File: config.mk
export PLATFORM = sky130hd
export DESIGN_NAME = i2c_config_sequencer_flat
export DESIGN_NICKNAME = d
export VERILOG_FILES = /design/src/rtl/i2c_config_sequencer_if.sv /design/src/rtl/i2c_config_sequencer.sv /design/src/flat_wrapper.sv
export SDC_FILE = /design/constraint.sdc
export NUM_CORES = 1
export LEC_CHECK = 0
export CELL_PAD_IN_SITES_DETAIL_PLACEMENT = 2
export CELL_PAD_IN_SITES_GLOBAL_PLACEMENT = 2
export CORE_ASPECT_RATIO = 1.5
export CORE_MARGIN = 3
export CORE_UTILIZATION = 34
export CTS_CLUSTER_SIZE = 28
export DETAILED_ROUTE_END_ITERATION = 8
export HOLD_SLACK_MARGIN = 0.15
export PLACE_DENSITY_LB_ADDON = 0.3
export SYNTH_ARGS = -nofsm -noshare
export SYNTH_HDL_FRONTEND = slang
export SYNTH_SLANG_ARGS = --single-unit
File: constraint.sdc
create_clock -name clock -period 4 [get_ports clock]
set_input_delay 0.8 -clock clock [delete_from_list [all_inputs] [get_ports clock]]
set_output_delay 0.8 -clock clock [all_outputs]
set_load 0.01 [all_outputs]
File: src/rtl/i2c_config_sequencer_if.sv
// Bundles the table port, the I2C write-controller handshake and the status outputs
// of the configuration sequencer. The sequencer is the master side.
interface i2c_config_sequencer_if;
    logic        reinit;
    logic [7:0]  lut_index;
    logic [23:0] lut_data;
    logic [23:0] i2c_data;
    logic        i2c_go;
    logic        i2c_end;
    logic        i2c_ack;
    logic        busy;
    logic        config_done;
    logic        config_fail;
    logic [7:0]  err_count;

    modport master (
        input  reinit, lut_data, i2c_end, i2c_ack,
        output lut_index, i2c_data, i2c_go, busy, config_done, config_fail, err_count
    );

    modport slave (
        output reinit, lut_data, i2c_end, i2c_ack,
        input  lut_index, i2c_data, i2c_go, busy, config_done, config_fail, err_count
    );
endinterface

File: src/rtl/i2c_config_sequencer.sv
// Walks a {slave, register, data} table after power-up or re-init and issues one I2C write
// per entry, with NACK/timeout retry and done/fail status.
module i2c_config_sequencer #(
    parameter int unsigned LUT_SIZE   = 32,
    parameter int unsigned PWR_DELAY  = 50000,
    parameter int unsigned GAP_CYCLES = 16,
    parameter int unsigned MAX_RETRY  = 3,
    parameter int unsigned TIMEOUT    = 4096
) (
    input logic                    clock,
    input logic                    reset_n,
    i2c_config_sequencer_if.master bus
);

    typedef enum logic [2:0] {
        StPwrWait,
        StFetch,
        StStart,
        StWaitLow,
        StWaitEnd,
        StGap,
        StDone,
        StFail
    } state_e;

    localparam logic [7:0]  LastIndex = 8'(LUT_SIZE - 1);
    localparam logic [31:0] FetchLat  = 32'd2;

    state_e      state_q, state_d;
    logic [31:0] cnt_q, cnt_d;
    logic [31:0] tmo_q, tmo_d;
    logic [31:0] retry_q, retry_d;
    logic [7:0]  index_q, index_d;
    logic [23:0] data_q, data_d;
    logic [7:0]  err_q, err_d;
    logic        gap_fetch_q, gap_fetch_d;
    logic        reinit_q;
    logic        reinit_rise;
    logic        attempt_failed;

    assign reinit_rise = bus.reinit & ~reinit_q;

    always_ff @(posedge clock) begin
        if (!reset_n) begin
            state_q     <= StPwrWait;
            cnt_q       <= '0;
            tmo_q       <= '0;
            retry_q     <= '0;
            index_q     <= '0;
            data_q      <= '0;
            err_q       <= '0;
            gap_fetch_q <= 1'b0;
            reinit_q    <= 1'b0;
        end else begin
            state_q     <= state_d;
            cnt_q       <= cnt_d;
            tmo_q       <= tmo_d;
            retry_q     <= retry_d;
            index_q     <= index_d;
            data_q      <= data_d;
            err_q       <= err_d;
            gap_fetch_q <= gap_fetch_d;
            reinit_q    <= bus.reinit;
        end
    end

    always_comb begin
        state_d        = state_q;
        cnt_d          = cnt_q + 32'd1;
        tmo_d          = tmo_q + 32'd1;
        retry_d        = retry_q;
        index_d        = index_q;
        data_d         = data_q;
        err_d          = err_q;
        gap_fetch_d    = gap_fetch_q;
        attempt_failed = 1'b0;

        unique case (state_q)
            StPwrWait: begin
                if (cnt_q + 32'd1 >= PWR_DELAY) begin
                    state_d = StFetch;
                    index_d = '0;
                end
            end
            StFetch: begin
                // Two cycles of settle time let a registered ROM follow the index.
                if (cnt_q == FetchLat) begin
                    if (bus.lut_data[23:16] == 8'h00) begin
                        state_d = StDone;
                    end else begin
                        data_d  = bus.lut_data;
                        state_d = StStart;
                    end
                end
            end
            StStart: begin
                // tmo counts GO-high cycles, START included.
                tmo_d   = 32'd1;
                state_d = StWaitLow;
            end
            StWaitLow: begin
                if (!bus.i2c_end) begin
                    state_d = StWaitEnd;
                end else if (tmo_q + 32'd1 >= TIMEOUT) begin
                    attempt_failed = 1'b1;
                end
            end
            StWaitEnd: begin
                if (bus.i2c_end) begin
                    if (bus.i2c_ack) begin
                        retry_d = '0;
                        if (index_q == LastIndex) begin
                            state_d = StDone;
                        end else begin
                            index_d     = index_q + 8'd1;
                            gap_fetch_d = 1'b1;
                            state_d     = StGap;
                        end
                    end else begin
                        attempt_failed = 1'b1;
                    end
                end else if (tmo_q + 32'd1 >= TIMEOUT) begin
                    attempt_failed = 1'b1;
                end
            end
            StGap: begin
                if (cnt_q + 32'd1 >= GAP_CYCLES) begin
                    state_d = gap_fetch_q ? StFetch : StStart;
                end
            end
            StDone, StFail: begin
                cnt_d = cnt_q;
                tmo_d = tmo_q;
            end
        endcase

        if (attempt_failed) begin
            if (err_q != 8'hFF) begin
                err_d = err_q + 8'd1;
            end
            if (retry_q < MAX_RETRY) begin
                retry_d     = retry_q + 32'd1;
                gap_fetch_d = 1'b0;
                state_d     = StGap;
            end else begin
                state_d = StFail;
            end
        end

        if (state_d != state_q) begin
            cnt_d = '0;
        end

        if (reinit_rise) begin
            state_d = StPwrWait;
            cnt_d   = '0;
            index_d = '0;
            retry_d = '0;
            err_d   = '0;
        end
    end

    always_comb begin
        bus.i2c_go      = 1'b0;
        bus.busy        = 1'b1;
        bus.config_done = 1'b0;
        bus.config_fail = 1'b0;
        unique case (state_q)
            StStart, StWaitLow, StWaitEnd: bus.i2c_go = 1'b1;
            StDone: begin
                bus.busy        = 1'b0;
                bus.config_done = 1'b1;
            end
            StFail: begin
                bus.busy        = 1'b0;
                bus.config_fail = 1'b1;
            end
            default: ;
        endcase
    end

    assign bus.lut_index = index_q;
    assign bus.i2c_data  = data_q;
    assign bus.err_count = err_q;

endmodule
File: src/flat_wrapper.sv
// flat-port wrapper written by rule: the top's interface ports become plain ports
module i2c_config_sequencer_flat 
#(
    parameter int unsigned LUT_SIZE   = 32,
    parameter int unsigned PWR_DELAY  = 50000,
    parameter int unsigned GAP_CYCLES = 16,
    parameter int unsigned MAX_RETRY  = 3,
    parameter int unsigned TIMEOUT    = 4096
)
  (clock, reset_n, bus_reinit, bus_lut_data, bus_i2c_end, bus_i2c_ack, bus_lut_index, bus_i2c_data, bus_i2c_go, bus_busy, bus_config_done, bus_config_fail, bus_err_count);
  i2c_config_sequencer_if bus_i ();
  input logic clock;
  input logic reset_n;
  input wire logic [$bits(bus_i.reinit)-1:0] bus_reinit;
  input wire logic [$bits(bus_i.lut_data)-1:0] bus_lut_data;
  input wire logic [$bits(bus_i.i2c_end)-1:0] bus_i2c_end;
  input wire logic [$bits(bus_i.i2c_ack)-1:0] bus_i2c_ack;
  output wire logic [$bits(bus_i.lut_index)-1:0] bus_lut_index;
  output wire logic [$bits(bus_i.i2c_data)-1:0] bus_i2c_data;
  output wire logic [$bits(bus_i.i2c_go)-1:0] bus_i2c_go;
  output wire logic [$bits(bus_i.busy)-1:0] bus_busy;
  output wire logic [$bits(bus_i.config_done)-1:0] bus_config_done;
  output wire logic [$bits(bus_i.config_fail)-1:0] bus_config_fail;
  output wire logic [$bits(bus_i.err_count)-1:0] bus_err_count;
  assign bus_i.reinit = bus_reinit;
  assign bus_i.lut_data = bus_lut_data;
  assign bus_i.i2c_end = bus_i2c_end;
  assign bus_i.i2c_ack = bus_i2c_ack;
  assign bus_lut_index = bus_i.lut_index;
  assign bus_i2c_data = bus_i.i2c_data;
  assign bus_i2c_go = bus_i.i2c_go;
  assign bus_busy = bus_i.busy;
  assign bus_config_done = bus_i.config_done;
  assign bus_config_fail = bus_i.config_fail;
  assign bus_err_count = bus_i.err_count;
  i2c_config_sequencer #(.LUT_SIZE(LUT_SIZE), .PWR_DELAY(PWR_DELAY), .GAP_CYCLES(GAP_CYCLES), .MAX_RETRY(MAX_RETRY), .TIMEOUT(TIMEOUT)) u_core (.clock(clock), .reset_n(reset_n), .bus(bus_i));
endmodule
* Word level (Yosys, flattened, before mapping)
Cells that the tools add are included.
Storage, ports and cells: register bits after elaboration 141, latch bits 0, memory bits (writable) 0, memory bits (read-only) 0, memories 0
Operators by class: $add $sub $neg 5, $mul 0, div/mod/pow operators 0, order comparisons 4, equal/unequal tests 15, shift operators 0, muxes and demuxes 38, bitwise gates (word level) 4, reductions and logical operators 10
Operator list (count):
- $mux 32 | 5
- $add 32x1->32 const B | 3
- $pmux 32 s2 | 1
- $eq 32x2->1 const B | 1
- $ge 32x13->1 const B | 1
- $ge 32x16->1 const B | 1
- $ge 32x5->1 const B | 1
- $lt 32x2->1 const B | 1
- $mux 8 | 4
- $mux 3 | 8
- $pmux 3 s6 | 1
- $add 8x1->8 const B | 2
- $pmux 8 s2 | 1
- $mux 1 | 14
- $eq 3x3->1 const B | 4
- $eq 8x5->1 const B | 1
- $logic_not 8->1 | 1
- $ne 8x8->1 const B | 1
- $eq 3x2->1 const B | 2
- $mux 2 | 3
- $ne 2x2->1 const B | 3
- $reduce_or 3->1 | 2
- $reduce_and 5->1 | 1
- $reduce_or 2->1 | 2
- 10 further kinds | 12

* Depth between registers and ports, before layout
word-level depth 8, depth in mapped cells 13

* Worst setup path after synthesis
Ideal clock, no wire load.
path type reg-to-reg, start point register u_core.tmo_q[12], end point register u_core.cnt_q[15], arrival time 3.420 ns, required time 3.881 ns, path slack 0.461 ns, cell stages (with the launch flop) 14, path buffers 3, cell sequence dfxtp_1 -> buf_2 -> nand4_1 -> nor4_4 -> and2_1 -> buf_2 -> nand2b_1 -> xnor2_1 -> or4_4 -> o41ai_4 -> o211ai_1 -> xor2_1 -> buf_6 -> nor3b_2
Between the ends: cells in the longest elaborated chain, start to end 8, elaborated cells between the ends (all ways) 9
RTL lines:
- start, declared | RTL line i2c_config_sequencer.sv:31 | logic [31:0] tmo_q, tmo_d;
- start signal, assigned | RTL line i2c_config_sequencer.sv:57 | tmo_q <= tmo_d;
- $add 32x1->32 (*) | RTL line i2c_config_sequencer.sv:104, i2c_config_sequencer.sv:122
- $ge 32x13->1 (*) | RTL line i2c_config_sequencer.sv:104, i2c_config_sequencer.sv:122
- $mux 1 (*) | RTL line i2c_config_sequencer.sv:104, i2c_config_sequencer.sv:122
- $mux 1, on equally long branches | RTL line i2c_config_sequencer.sv:109, i2c_config_sequencer.sv:102
- $pmux 1 s2 (*) | RTL line i2c_config_sequencer.sv:78 | unique case (state_q)
- $mux 3 (*) | RTL line i2c_config_sequencer.sv:137 | if (attempt_failed) begin
- $ne 3x3->1 (*) | RTL line i2c_config_sequencer.sv:150 | if (state_d != state_q) begin
- $reduce_or 3->1 (no line) (*)
- end signal, assigned | RTL line i2c_config_sequencer.sv:56 | cnt_q <= cnt_d;
- end, declared | RTL line i2c_config_sequencer.sv:30 | logic [31:0] cnt_q, cnt_d;
Mark *: on every way between the ends. The rest lies on a longest branch, timed or not. A chain may end at the register's enable or synchronous reset.

* Final worst setup path
start point register u_core.tmo_q[12], end point register u_core.cnt_q[21]
Same word-level chain as after synthesis.

==> load_flow_metrics.sql <==
INSERT INTO impl_metrics (metric_group, metric, value, unit) VALUES
('layout', 'area_growth_syn_to_layout', '23.3', '%'),
('power_and_ir_drop', 'peakVddDrop', '0.264', 'mV'),
('setup_path', 'path_class', 'reg2reg', ''),
('clock_tree', 'h-tree-depth', '4', ''),
('clock_tree', 'cts_resized', '0', ''),
('global_routing', 'number_of_antenna_violations_at_the_first_check_in_global_routing', '0', ''),
('clock_tree', 'cts_tree', 'yes', ''),
('timing', 'setup_repair_after_global_routing_missed_its_margin', 'no', ''),
('floorplanning', 'die_area', '0.0230', 'sq mm'),
('floorplanning', 'top_level_ports', '73', ''),
('setup_path', 'cp.required', '4350', 'ps'),
('routing', 'routed_via_density', '5.46', ''),
('clock_tree', 'clkSlewWorstSetupHoldPaths', '70', 'ps'),
('routing', 'antenna_left', '0', ''),
('layout', 'n_antenna_cell', '0', ''),
('setup_path', 'critical_path_arrival', '3950', 'ps'),
('placed_design', 'gp_congestion', '0.806', ''),
('timing', 'timing.final.setup_violations', '0', ''),
('placed_design', 'port-buffer-count', '72', ''),
('yosys', 'avgSynthCellArea', '8.31', 'sq um'),
('timing', 'layout_min_cycle_time', '3600', 'ps'),
('timing', 'worstMarginPinSlew', '875', 'ps'),
('yosys', 'yosysWarningCount', '0', ''),
('power_and_ir_drop', 'netSwitchingPower', '800', 'uW'),
('setup_path', 'critPathMaxFanout', '25', ''),
('setup_path', 'reg2reg_from', 'u_core.tmo_q[12]', ''),
('floorplanning', 'initial_utilization', '35.0', '%'),
('yosys', 'synth_cells', '867', ''),
('setup_path', 'critPathCaptureType', 'register', ''),
('timing', 'final.period_utilization', '90.1', '%'),
('hold_path', 'hold_class', 'reg2reg', ''),
('clock_tree', 'clock_tree.buffer_depth', '2', ''),
('routing', 'post_drt_wl_per_cell', '19.6', 'um'),
('routing', 'via_total_after_detailed_routing', '6580', ''),
('timing', 'slew_headroom', '41.3', '%'),
('yosys', 'unique_masters_post_synth', '70', ''),
('timing', 'timing_hold_violations_final', '0', ''),
('hold_path', 'worstHoldStart', 'u_core.bus.i2c_data[0]', ''),
('routing', 'drt_first_iter_violations', '323', ''),
('setup_path', 'crit_path_start_kind', 'register', ''),
('clock_tree', 'clock_sinks', '141', ''),
('timing', 'drv_slew', '0', ''),
('routing', 'totalWireLength', '23.7', 'mm'),
('timing', 'timing.hold.ws', '456', 'ps'),
('layout', 'layout.nets', '964', ''),
('timing', 'setup-tns-final', '0', 'ps'),
('job', 'drv.max_cap_violation_count', '0', ''),
('routing', 'drt_first_pass_iters', '4', ''),
('floorplanning', 'die-height', '184', 'um'),
('clock_tree', 'clk_root_buffer_cell', 'sky130_fd_sc_hd__clkbuf_16', ''),
('layout', 'final_util', '43.2', '%'),
('placed_design', 'placement.setup.worst_slack', '256', 'ps'),
('power_and_ir_drop', 'power.clock.fraction', '52.4', '%'),
('yosys', 'synth.ff_latch_count', '141', ''),
('outcome', 'outcome', 'complete, no violations', ''),
('global_routing', 'groute.usage.overall', '20.8', '%'),
('global_routing', 'first_global_vias', '7361', ''),
('floorplanning', 'std_cell_rows', '64', ''),
('yosys', 'synthDominantAreaCellType', 'sky130_fd_sc_hd__dfxtp_1', ''),
('power_and_ir_drop', 'total_leakage_power', '0.00306', 'uW'),
('power_and_ir_drop', 'internal_power', '2360', 'uW'),
('setup_path', 'worstSetupStartpoint', 'u_core.tmo_q[12]', ''),
('floorplanning', 'die_x', '125', 'um'),
('global_routing', 'grt_remaining_overflow', '0', ''),
('yosys', 'synth_fp_nets', '902', ''),
('clock_tree', 'number_of_buffers_added_to_fix_hold_violations_after_cts', '0', ''),
('global_routing', 'first_pass_grt_wire_length', '38.9', 'mm'),
('timing', 'timing.fmax', '0.277', 'GHz'),
('yosys', 'biggest_area_contributors_in_the_synthesized_netlist', 'sky130_fd_sc_hd__dfxtp_1 (39%), sky130_fd_sc_hd__nand2_1 (5.2%), sky130_fd_sc_hd__xnor2_1 (4.6%)', ''),
('clock_tree', 'tritoncts.num_buffers', '17', ''),
('placed_design', 'detailed_place_hpwl', '16.9', 'mm');
## cell usage after synthesis, types with 8 or more instances
cell                       number
sky130_fd_sc_hd__nor3_2        31
sky130_fd_sc_hd__nor4_1        26
sky130_fd_sc_hd__dfxtp_1      141
sky130_fd_sc_hd__xor2_1        33
sky130_fd_sc_hd__xnor2_1       38
sky130_fd_sc_hd__and3_1         9
sky130_fd_sc_hd__nor3_1        27
sky130_fd_sc_hd__o21ai_0       29
sky130_fd_sc_hd__nor2_1        78
sky130_fd_sc_hd__and2_1        40
sky130_fd_sc_hd__a21oi_1       52
sky130_fd_sc_hd__or3_1         12
sky130_fd_sc_hd__nor2b_1       10
sky130_fd_sc_hd__clkbuf_1      44
sky130_fd_sc_hd__inv_1         11
sky130_fd_sc_hd__nor3b_1        8
sky130_fd_sc_hd__nand2_1      100
sky130_fd_sc_hd__nand3_1       34
sky130_fd_sc_hd__nand4_1       23
sky130_fd_sc_hd__a31oi_1       10
## metrics by stage
stage	power [uW]	std cells	instance area, sq um
floorplan	1480	867	7200
global placement	1530	1173	8260
detailed placement	1540	1173	8260
CTS	3200	1205	8880
global route	3260	1206	8880
finish	3160	1206	8880
## state kept, by name (all words and copies together) (netlist names), 3 cells and up
register,flops
u_core.cnt_q,32
u_core.bus.lut_index,8
u_core.bus.err_count,8
u_core.retry_q,32
u_core.state_q,3
u_core.tmo_q,32
u_core.bus.i2c_data,24
## cell usage in the layout, fill, tap and decap left out, drive strengths merged, types with 12 or more instances in the layout
master           n
or3             12
nand4           25
nor2            78
clkdlybuf4s50   72
nor3            59
nor4            29
nand3           36
o21ai           31
clkbuf          17
dfxtp          141
xor2            33
buf             30
and2            42
a21oi           52
xnor2           38
inv             20
nand2          100
## metal layers
layer  part of all wire, %  routed length [um]  vias to the layer above  track usage [%]
met5                     0                   0                        -                0
met4                   2.6                 614                        0             7.47
met3                   1.5                 344                       41             2.70
met2                    57               13500                       73             41.2
met1                    39                9190                     3294             22.3
li1                      -                   -                     3172                -
## worst max-delay path, stage by stage (launching register included)
cell and delay, ps:
sky130_fd_sc_hd__dfxtp_1 480, sky130_fd_sc_hd__nand4_1 220, sky130_fd_sc_hd__nor4_4 300, sky130_fd_sc_hd__buf_4 230, sky130_fd_sc_hd__xor2_1 80, sky130_fd_sc_hd__nor4_1 240, sky130_fd_sc_hd__a31oi_1 80, sky130_fd_sc_hd__or4_4 550
sky130_fd_sc_hd__o41ai_4 320, sky130_fd_sc_hd__buf_4 200, sky130_fd_sc_hd__and3_1 240, sky130_fd_sc_hd__o21bai_4 160, sky130_fd_sc_hd__buf_12 200, sky130_fd_sc_hd__nor3_2 210
## kinds of logic (layout without fill, tap and decap cells)
kind of cell | Yosys count | after routing | share of synthesized area, %
compound gates | 136 | 136 | 12.0
mux | 5 | 5 | 0.712
simple gates | 437 | 437 | 34.1
fa+ha+maj | 6 | 6 | 1.04
flops | 141 | 141 | 39.2
buf+inv | 71 | 146 | 4.29
xor+xnor | 71 | 71 | 8.63
## final cells by class
type                            count  area, sq um
Clock buffer                       17          425
Sequential cell                   141         2820
Fill cell                        2287        11700
Inverter                           12         45.0
Multi-Input combinational cell    655         4100
Timing Repair Buffer              102          971
Tap cell                          264          330
Clock inverter                     15          193
## power by group through the flow
| stage | clock network (uW) | logic [uW] | registers (uW) |
|---|---|---|---|
| global placement | 0 | 89.4 | 1440 |
| detailed placement | 0 | 91.0 | 1450 |
| global route | 1750 | 98.2 | 1410 |
| CTS | 1690 | 92.3 | 1410 |
| finish | 1650 | 90.1 | 1410 |
| floorplan | 0 | 40.5 | 1440 |
## final timing paths
check / end
setup / recovery: u_core.cnt_q[21]
setup reg to reg: u_core.cnt_q[21]
hold reg to reg: u_core.bus.i2c_data[0]
hold / removal: u_core.bus.i2c_data[0]
## repair_timing
action | in CTS | in global routing
endpoints found under the hold margin | 0 | 0
setup buffers | 0 | 1
setup endpoints to repair | 0 | 26
(Power assumes the default switching activity.)
